[src/rtl/i2c_slave_controller_if.sv]
// i2c_slave_controller_if: SCL/SDA pins, data_transmitter hand-off and user read/write ports.
interface i2c_slave_controller_if;
   logic       scl_i;
   logic       sda_i;
   logic       scl_neg_edge_o;
   logic       tx_en_o;
   logic [7:0] tx_data_o;
   logic       rd_req_o;
   logic [7:0] rd_data_i;
   logic [7:0] wr_data_o;
   logic       wr_valid_o;
   logic       sda_ack_o;
   logic       busy_o;
   modport slave (
      input  scl_i, sda_i, rd_data_i,
      output scl_neg_edge_o, tx_en_o, tx_data_o, rd_req_o, wr_data_o, wr_valid_o, sda_ack_o, busy_o
   );
   modport master (
      output scl_i, sda_i, rd_data_i,
      input  scl_neg_edge_o, tx_en_o, tx_data_o, rd_req_o, wr_data_o, wr_valid_o, sda_ack_o, busy_o
   );
endinterface

[src/rtl/i2c_slave_controller.sv]
// i2c_slave_controller: I2C slave front end (sync, START/STOP, address match, write bytes, ACK, read hand-off).
// Define I2C_GENERAL_CALL_EN to also accept address byte 8'h00 as a write.
module i2c_slave_controller #(
   parameter logic [6:0] SLAVE_ADDR = 7'h42
) (
   input logic                   clk_i,
   input logic                   reset_n_i,
   i2c_slave_controller_if.slave bus
);
   typedef enum logic [2:0] {IDLE, ADDR, ADDR_ACK, WRITE, WRITE_ACK, READ, READ_ACK, WAIT_STOP} state_t;
   state_t     r_state;
   logic [2:0] r_scl_s, r_sda_s;
   logic [3:0] r_cnt;
   logic [6:0] r_shift;
   logic [7:0] r_tx_data, r_wr_data;
   logic       r_rw, r_tx_pend, r_neg, r_tx_en, r_rd_req, r_wr_valid, r_sda_ack, r_busy;
   logic       w_scl_rise, w_scl_fall, w_start, w_stop, w_match;
   logic [7:0] w_byte;
   assign w_scl_rise = r_scl_s[1] & ~r_scl_s[2];
   assign w_scl_fall = ~r_scl_s[1] & r_scl_s[2];
   // SCL high in both taps means no SCL edge this cycle
   assign w_start = r_scl_s[1] & r_scl_s[2] & ~r_sda_s[1] & r_sda_s[2];
   assign w_stop  = r_scl_s[1] & r_scl_s[2] & r_sda_s[1] & ~r_sda_s[2];
   assign w_byte  = {r_shift, r_sda_s[1]};
`ifdef I2C_GENERAL_CALL_EN
   assign w_match = (w_byte[7:1] == SLAVE_ADDR) || (w_byte == 8'h00);
`else
   assign w_match = w_byte[7:1] == SLAVE_ADDR;
`endif
   assign bus.scl_neg_edge_o = r_neg;
   assign bus.tx_en_o        = r_tx_en;
   assign bus.tx_data_o      = r_tx_data;
   assign bus.rd_req_o       = r_rd_req;
   assign bus.wr_data_o      = r_wr_data;
   assign bus.wr_valid_o     = r_wr_valid;
   assign bus.sda_ack_o      = r_sda_ack;
   assign bus.busy_o         = r_busy;
   always_ff @(posedge clk_i or negedge reset_n_i) begin
      if (!reset_n_i) begin
         r_state    <= IDLE;
         r_scl_s    <= 3'b111;
         r_sda_s    <= 3'b111;
         r_cnt      <= 4'd0;
         r_shift    <= 7'd0;
         r_rw       <= 1'b0;
         r_tx_pend  <= 1'b0;
         r_neg      <= 1'b0;
         r_tx_en    <= 1'b0;
         r_tx_data  <= 8'hFF;
         r_rd_req   <= 1'b0;
         r_wr_data  <= 8'h00;
         r_wr_valid <= 1'b0;
         r_sda_ack  <= 1'b1;
         r_busy     <= 1'b0;
      end else begin
         r_scl_s    <= {r_scl_s[1:0], bus.scl_i};
         r_sda_s    <= {r_sda_s[1:0], bus.sda_i};
         r_neg      <= w_scl_fall;
         r_rd_req   <= 1'b0;
         r_wr_valid <= 1'b0;
         r_tx_pend  <= 1'b0;
         // enable rises one cycle after scl_neg_edge_o so the transmitter sees them apart
         if (r_tx_pend) r_tx_en <= 1'b1;
         if (w_scl_rise) r_shift <= w_byte[6:0];
         if (w_start) begin
            r_state   <= ADDR;
            r_cnt     <= 4'd0;
            r_tx_en   <= 1'b0;
            r_sda_ack <= 1'b1;
         end else if (w_stop) begin
            r_state   <= IDLE;
            r_tx_en   <= 1'b0;
            r_sda_ack <= 1'b1;
            r_busy    <= 1'b0;
         end else begin
            case (r_state)
               IDLE: ;
               ADDR: begin
                  if (w_scl_rise) begin
                     r_cnt <= r_cnt + 4'd1;
                     if (r_cnt == 4'd7 && w_match) begin
                        r_rw   <= w_byte[0];
                        r_busy <= 1'b1;
                     end else if (r_cnt == 4'd7) begin
                        r_state <= WAIT_STOP;
                        r_busy  <= 1'b0;
                     end
                  end
                  if (w_scl_fall && r_cnt == 4'd8) begin
                     r_state   <= ADDR_ACK;
                     r_sda_ack <= 1'b0;
                  end
               end
               ADDR_ACK: begin
                  if (w_scl_rise && r_rw) r_rd_req <= 1'b1;
                  if (w_scl_fall) begin
                     r_sda_ack <= 1'b1;
                     r_tx_data <= bus.rd_data_i;
                     r_cnt     <= 4'd0;
                     r_tx_pend <= r_rw;
                     r_state   <= r_rw ? READ : WRITE;
                  end
               end
               WRITE: begin
                  if (w_scl_rise) begin
                     r_cnt <= r_cnt + 4'd1;
                     if (r_cnt == 4'd7) begin
                        r_wr_data  <= w_byte;
                        r_wr_valid <= 1'b1;
                     end
                  end
                  if (w_scl_fall && r_cnt == 4'd8) begin
                     r_sda_ack <= 1'b0;
                     r_state   <= WRITE_ACK;
                  end
               end
               WRITE_ACK: begin
                  if (w_scl_fall) begin
                     r_sda_ack <= 1'b1;
                     r_cnt     <= 4'd0;
                     r_state   <= WRITE;
                  end
               end
               READ: begin
                  if (w_scl_fall) begin
                     r_cnt <= (r_cnt == 4'd7) ? 4'd0 : r_cnt + 4'd1;
                     if (r_cnt == 4'd7) r_state <= READ_ACK;
                  end
               end
               READ_ACK: begin
                  // r_cnt flags that the master ACKed and the next byte is due on the fall
                  if (w_scl_rise) begin
                     r_tx_en <= 1'b0;
                     if (!r_sda_s[1]) begin
                        r_rd_req <= 1'b1;
                        r_cnt    <= 4'd1;
                     end else begin
                        r_busy  <= 1'b0;
                        r_state <= WAIT_STOP;
                     end
                  end else if (w_scl_fall && r_cnt == 4'd1) begin
                     r_tx_data <= bus.rd_data_i;
                     r_tx_pend <= 1'b1;
                     r_cnt     <= 4'd0;
                     r_state   <= READ;
                  end
               end
               WAIT_STOP: begin
                  r_sda_ack <= 1'b1;
                  r_tx_en   <= 1'b0;
               end
            endcase
         end
      end
   end
endmodule

[src/flat_wrapper.sv]
// flat-port wrapper written by rule: the top's interface ports become plain ports
module i2c_slave_controller_flat 
#(
   parameter logic [6:0] SLAVE_ADDR = 7'h42
)
  (clk_i, reset_n_i, bus_scl_i, bus_sda_i, bus_rd_data_i, bus_scl_neg_edge_o, bus_tx_en_o, bus_tx_data_o, bus_rd_req_o, bus_wr_data_o, bus_wr_valid_o, bus_sda_ack_o, bus_busy_o);
  i2c_slave_controller_if bus_i ();
  input logic clk_i;
  input logic reset_n_i;
  input wire logic [$bits(bus_i.scl_i)-1:0] bus_scl_i;
  input wire logic [$bits(bus_i.sda_i)-1:0] bus_sda_i;
  input wire logic [$bits(bus_i.rd_data_i)-1:0] bus_rd_data_i;
  output wire logic [$bits(bus_i.scl_neg_edge_o)-1:0] bus_scl_neg_edge_o;
  output wire logic [$bits(bus_i.tx_en_o)-1:0] bus_tx_en_o;
  output wire logic [$bits(bus_i.tx_data_o)-1:0] bus_tx_data_o;
  output wire logic [$bits(bus_i.rd_req_o)-1:0] bus_rd_req_o;
  output wire logic [$bits(bus_i.wr_data_o)-1:0] bus_wr_data_o;
  output wire logic [$bits(bus_i.wr_valid_o)-1:0] bus_wr_valid_o;
  output wire logic [$bits(bus_i.sda_ack_o)-1:0] bus_sda_ack_o;
  output wire logic [$bits(bus_i.busy_o)-1:0] bus_busy_o;
  assign bus_i.scl_i = bus_scl_i;
  assign bus_i.sda_i = bus_sda_i;
  assign bus_i.rd_data_i = bus_rd_data_i;
  assign bus_scl_neg_edge_o = bus_i.scl_neg_edge_o;
  assign bus_tx_en_o = bus_i.tx_en_o;
  assign bus_tx_data_o = bus_i.tx_data_o;
  assign bus_rd_req_o = bus_i.rd_req_o;
  assign bus_wr_data_o = bus_i.wr_data_o;
  assign bus_wr_valid_o = bus_i.wr_valid_o;
  assign bus_sda_ack_o = bus_i.sda_ack_o;
  assign bus_busy_o = bus_i.busy_o;
  i2c_slave_controller #(.SLAVE_ADDR(SLAVE_ADDR)) u_core (.clk_i(clk_i), .reset_n_i(reset_n_i), .bus(bus_i));
endmodule
[config.mk]
export PLATFORM = sky130hd
export DESIGN_NAME = i2c_slave_controller_flat
export DESIGN_NICKNAME = d
export VERILOG_FILES = /design/src/rtl/i2c_slave_controller_if.sv /design/src/rtl/i2c_slave_controller.sv /design/src/flat_wrapper.sv
export SDC_FILE = /design/constraint.sdc
export NUM_CORES = 1
export LEC_CHECK = 0
export BUFFER_PORTS_ARGS = -buffer_cell sky130_fd_sc_hd__buf_2
export CAP_MARGIN = 20
export CORE_MARGIN = 10
export CORE_UTILIZATION = 35
export DETAILED_ROUTE_END_ITERATION = 8
export GPL_ROUTABILITY_DRIVEN = 0
export GPL_TIMING_DRIVEN = 0
export PLACE_DENSITY = 0.52
export SLEW_MARGIN = 20
export SYNTH_ARGS = -nofsm -noshare
export SYNTH_HDL_FRONTEND = slang
export SYNTH_SLANG_ARGS = --single-unit
[constraint.sdc]
create_clock -name clk_i -period 2.64 [get_ports clk_i]
set_input_delay 0.528 -clock clk_i [delete_from_list [all_inputs] [get_ports clk_i]]
set_output_delay 0.528 -clock clk_i [all_outputs]
set_load 0.1 [all_outputs]
==> results.md <==
- The floorplan step defined a die boundary enclosing 9860 sq um.
- Hold repair after CTS inserted 0 buffers.
- The top fanout value on the critical path is 8.
- The count of synthesis-stage warnings from yosys is 0.
- The number of max-slew violations in the final report is 0.
- The total design power is approximately 2900 uW.
- The total area inside the core boundary comes to 6030 sq um.
- The initial antenna violation count is 0.
- The cell area after synthesis is between 2000 and 2500 sq um.
- Dividing the detail-routed wire length by the instance count gives 15.6 um.
- Counting cells, the worst reg-to-reg path comes to 6.
- Across all register-to-register paths, the minimum setup slack is between 400 and 500 ps.
- For this design the static power due to leakage is between 0.001 and 0.0015 uW.
- After synthesis, the share of flip-flops with an asynchronous set or reset is 100%.
- The clock net in this run drives a total of 44 sinks.
- The number of buffers and inverters on the critical path is 1.
- The number of distinct library cell variants in the gate-level netlist after synthesis is 54.
- The run finished with clean final reports.
- The stage delay of the slowest cell on the critical path is about 600 ps.
- The worst register-to-register path ends at u_core.r_cnt[3]$_DFFE_PN0P_.
- The kind of critical path is flip-flop to flip-flop.
- At the pin with the least slew margin, the transition time is ~740 ps.
- When the netlist entered floorplanning its net count stood at ~220.
- The average cell area after synthesis is roughly 11 sq um.
- The max-slew headroom at the worst pin is between 50% and 60%.
- TritonCTS built the clock tree.
- In the global route stage, overall resource usage came out at about 11%.
- Setup repair after global routing left no endpoint under its margin.
- The worst vdd rail ir drop is between 0.8 and 0.9 mV.
- The number of H-tree levels is 2.
- The first detailed-routing pass took 4 iterations.
- The repair_antennas step left the layout with diodes totalling 0.
- In this run the remaining antenna-violating nets after routing total 0.
- STA classifies the critical path startpoint as a flip-flop.
- In this run the worst hold path is classified as primary input to async pin.
- The floorplan has 28 rows.
- The tool flagged a number of max-cap violations equal to 0.
- The remaining routing DRC violations is 0.
- Clock skew on the completed layout was measured at around 12 ps.
- From bottom edge to top edge, the die measures 99.3 um.
- The multi-input gate area in the final layout is approximately 1000 sq um.
- The via density per instance is between 5 and 6.
- The dominant register cell in the synthesized netlist is sky130_fd_sc_hd__dfrtp_1.
- The area occupied by registers is about 1100 sq um.
- For this design, the slowest cell found on the critical path is sky130_fd_sc_hd__dfstp_2.
- After global routing the overflow that remains totals 0.
- The area added between synthesis and finish is 16.8%.
- The master cell of the clock root buffer is sky130_fd_sc_hd__clkbuf_8.
- No sink is reached through more buffers than the 2 on the longest clock path.
- Setup violations remaining at the end of the flow were counted as 0.
- The clock period could shrink to between 2000 and 2500 ps.
- The routed layout has ~1,600 vias.
- The fraction of layout cells with a size suffix above 1 is 36.8%.
- The layout net count is around 260.
- The port buffer count is 33.
- The count of flip-flops with a built-in enable after synthesis is 0.
- In this run, CTS created clock tree buffers numbering 5.
- In this design, the largest share of critical-path delay is due to compound AO/OA/AOI/OAI gates.
- At the worst endpoint, the required time is roughly 2800 ps.
- The via count of the first global-routing pass came to approximately 1,700.
- Clock latency on the worst-skew pair, taken at its later pin, is between 300 and 400 ps.
- The number of cells produced by synthesis is 201.
- For this configuration, the core starts out at a cell density of a little over a third.
- The worst setup path is captured at a flip-flop.
- The detailed-placement wirelength estimate is 3.54 mm.
- The largest net degree at the start of global routing is 45.
- The highest clock frequency the design can meet is about 450 MHz.
- Once the clock tree was built, the resizer swapped 0 gates to a different size.
- Post-CTS timing repair inserted 0 buffers for setup.
- For this design the ratio of total power to cell area is 1150 nW/um^2.
- The detailed router finished its first iteration with 74 violations.
- Summed over all layers, the routed wires come to ~5 mm.
- The data arrival time at the worst-slack endpoint is ~2400 ps.
- The signal on the critical path passes through nand2b_1, clkbuf_1, o21ai_0, a2111oi_2, or2_1, o21ai_0.
- The clock edge transition at the registers on the reported setup and hold paths is about 100 ps.
- The layout filler cell count is between 500 and 600.
- The portion of the post-synthesis area used by sequential elements is between 50% and 60%.
- The die outline width is just under 100 um.
- The worst path uses a little over four fifths of the clock period.
- The origin of the critical flop-to-flop path is u_core.r_scl_s[2]$_DFF_PN1_.
- The final number of hold-violating endpoints came to 0.
- The sum of negative setup slack is 0 ps.
- The global-route wire length before repair is between 8 and 9 mm.
- The most numerous cell type found on the critical path is sky130_fd_sc_hd__o21ai_0.
- The total of flip-flops plus latches after synthesis is 44.
- The I/O pin count is 34.
routing by layer:
| metal | track usage [%] | part of all wire (%) | vias to the layer above | routed length [um] |
|---|---|---|---|---|
| li1 | - | - | 803 | - |
| met1 | 13.8 | 48 | 782 | 2400 |
| met2 | 16.7 | 45 | 38 | 2250 |
| met3 | 3.32 | 5.2 | 3 | 260 |
| met4 | 3.97 | 0.89 | 0 | 44 |
| met5 | 0 | 0 | - | 0 |
final cells by class:
type,count,area share (%)
Buffer,9,2.68
Clock buffer,6,3.65
Clock inverter,2,0.584
Inverter,8,1.17
Multi-Input combinational cell,140,38.2
Sequential cell,44,43.6
Tap cell,75,3.65
Timing Repair Buffer,33,6.52
cells in the final DEF, fill, tap and decap left out, types with 2 or more instances in the layout:
cell,n
sky130_fd_sc_hd__buf_2,32
sky130_fd_sc_hd__dfrtp_1,29
sky130_fd_sc_hd__nand2_1,27
sky130_fd_sc_hd__mux2_2,16
sky130_fd_sc_hd__dfstp_2,15
sky130_fd_sc_hd__o21ai_0,13
sky130_fd_sc_hd__inv_1,8
sky130_fd_sc_hd__clkbuf_8,8
sky130_fd_sc_hd__nand2b_1,6
sky130_fd_sc_hd__a21oi_1,6
sky130_fd_sc_hd__nand3_1,5
sky130_fd_sc_hd__nor3_1,5
sky130_fd_sc_hd__nor2_1,5
sky130_fd_sc_hd__o22ai_1,5
sky130_fd_sc_hd__clkbuf_1,4
sky130_fd_sc_hd__nand3b_1,4
sky130_fd_sc_hd__nor2b_1,4
sky130_fd_sc_hd__ha_1,3
sky130_fd_sc_hd__buf_4,2
sky130_fd_sc_hd__and2_1,2
sky130_fd_sc_hd__xor2_1,2
sky130_fd_sc_hd__nor3b_1,2
sky130_fd_sc_hd__o211ai_1,2
sky130_fd_sc_hd__o31ai_1,2
sky130_fd_sc_hd__a21o_1,2
sequential cells by signal (all words and copies together) (netlist names), 3 cells and up:
register / cells
u_core.r_shift: 7
u_core.bus.tx_data_o: 8
u_core.r_scl_s: 3
u_core.r_state: 3
u_core.bus.wr_data_o: 8
u_core.r_sda_s: 3
u_core.r_cnt: 4
cell usage after synthesis, drive strengths merged, types with 2 or more instances:
master   instances  area share [%]
o211ai           2            0.68
dfrtp           29              33
inv              8             1.4
a21o             2            0.68
nor2b            4             1.1
xor2             2            0.80
nand3            5             1.1
clkbuf           8             2.8
nor3b            2            0.68
nand3b           4             1.4
a32o             2            0.97
or2              2            0.57
nor3             5             1.1
and3             3             1.1
a211oi           2            0.91
nand2b           6             1.7
o31ai            2            0.68
dfstp           15              18
nand2           27             4.6
a21oi            6             1.4
nor2             5            0.85
mux2            16             8.2
o21ai           13             3.0
o2111ai          2             1.1
o22ai            5             1.4
ha               3             1.7
and2             2            0.57
how the worst max path moves through the flow:
stage,from,to,slack (ps),cells past startpoint
final,u_core.r_scl_s[2]$_DFF_PN1_,u_core.r_cnt[3]$_DFFE_PN0P_,440,6
after global routing,u_core.r_scl_s[2]$_DFF_PN1_,u_core.r_cnt[3]$_DFFE_PN0P_,230,6
after CTS,u_core.r_scl_s[2]$_DFF_PN1_,u_core.r_cnt[3]$_DFFE_PN0P_,410,6
after detailed placement,u_core.r_cnt[1]$_DFFE_PN0P_,u_core.bus.tx_data_o[2]$_DFFE_PN1P_,430,5
after global placement,u_core.r_scl_s[2]$_DFF_PN1_,u_core.r_cnt[3]$_DFFE_PN0P_,390,6
after floorplan,u_core.r_shift[2]$_DFFE_PN0P_,u_core.r_state[2]$_DFFE_PN0P_,720,5
stage by stage:
step | util, % | setup slack (ps) | hold slack [ps] | instance area (sq um) | cells
2_1_floorplan | - | 723 | 232 | 2200 | 201
3_3_place_gp | 40.8 | 386 | 346 | 2460 | 309
3_5_place_dp | 40.8 | 430 | 348 | 2460 | 309
4_1_cts | 42.6 | 414 | 299 | 2570 | 317
5_1_grt | 42.6 | 227 | 249 | 2570 | 317
6_report | 42.6 | 439 | 189 | 2570 | 317
logic make-up after synthesis:
group,count (synthesis),share of synthesized area [%]
AO/OA/AOI/OAI,44,14.0
XOR/XNOR,2,0.797
adder cells (fa/ha/maj),3,1.71
buffers and inverters,17,4.49
flip-flops,44,50.9
multiplexers,16,8.19
AND/OR/NAND/NOR,75,19.9
where the power goes:
part	internal, uW	switching (uW)
sequential	870	117
combinational	423	1020
clock	248	262
(Power assumes the default switching activity.)
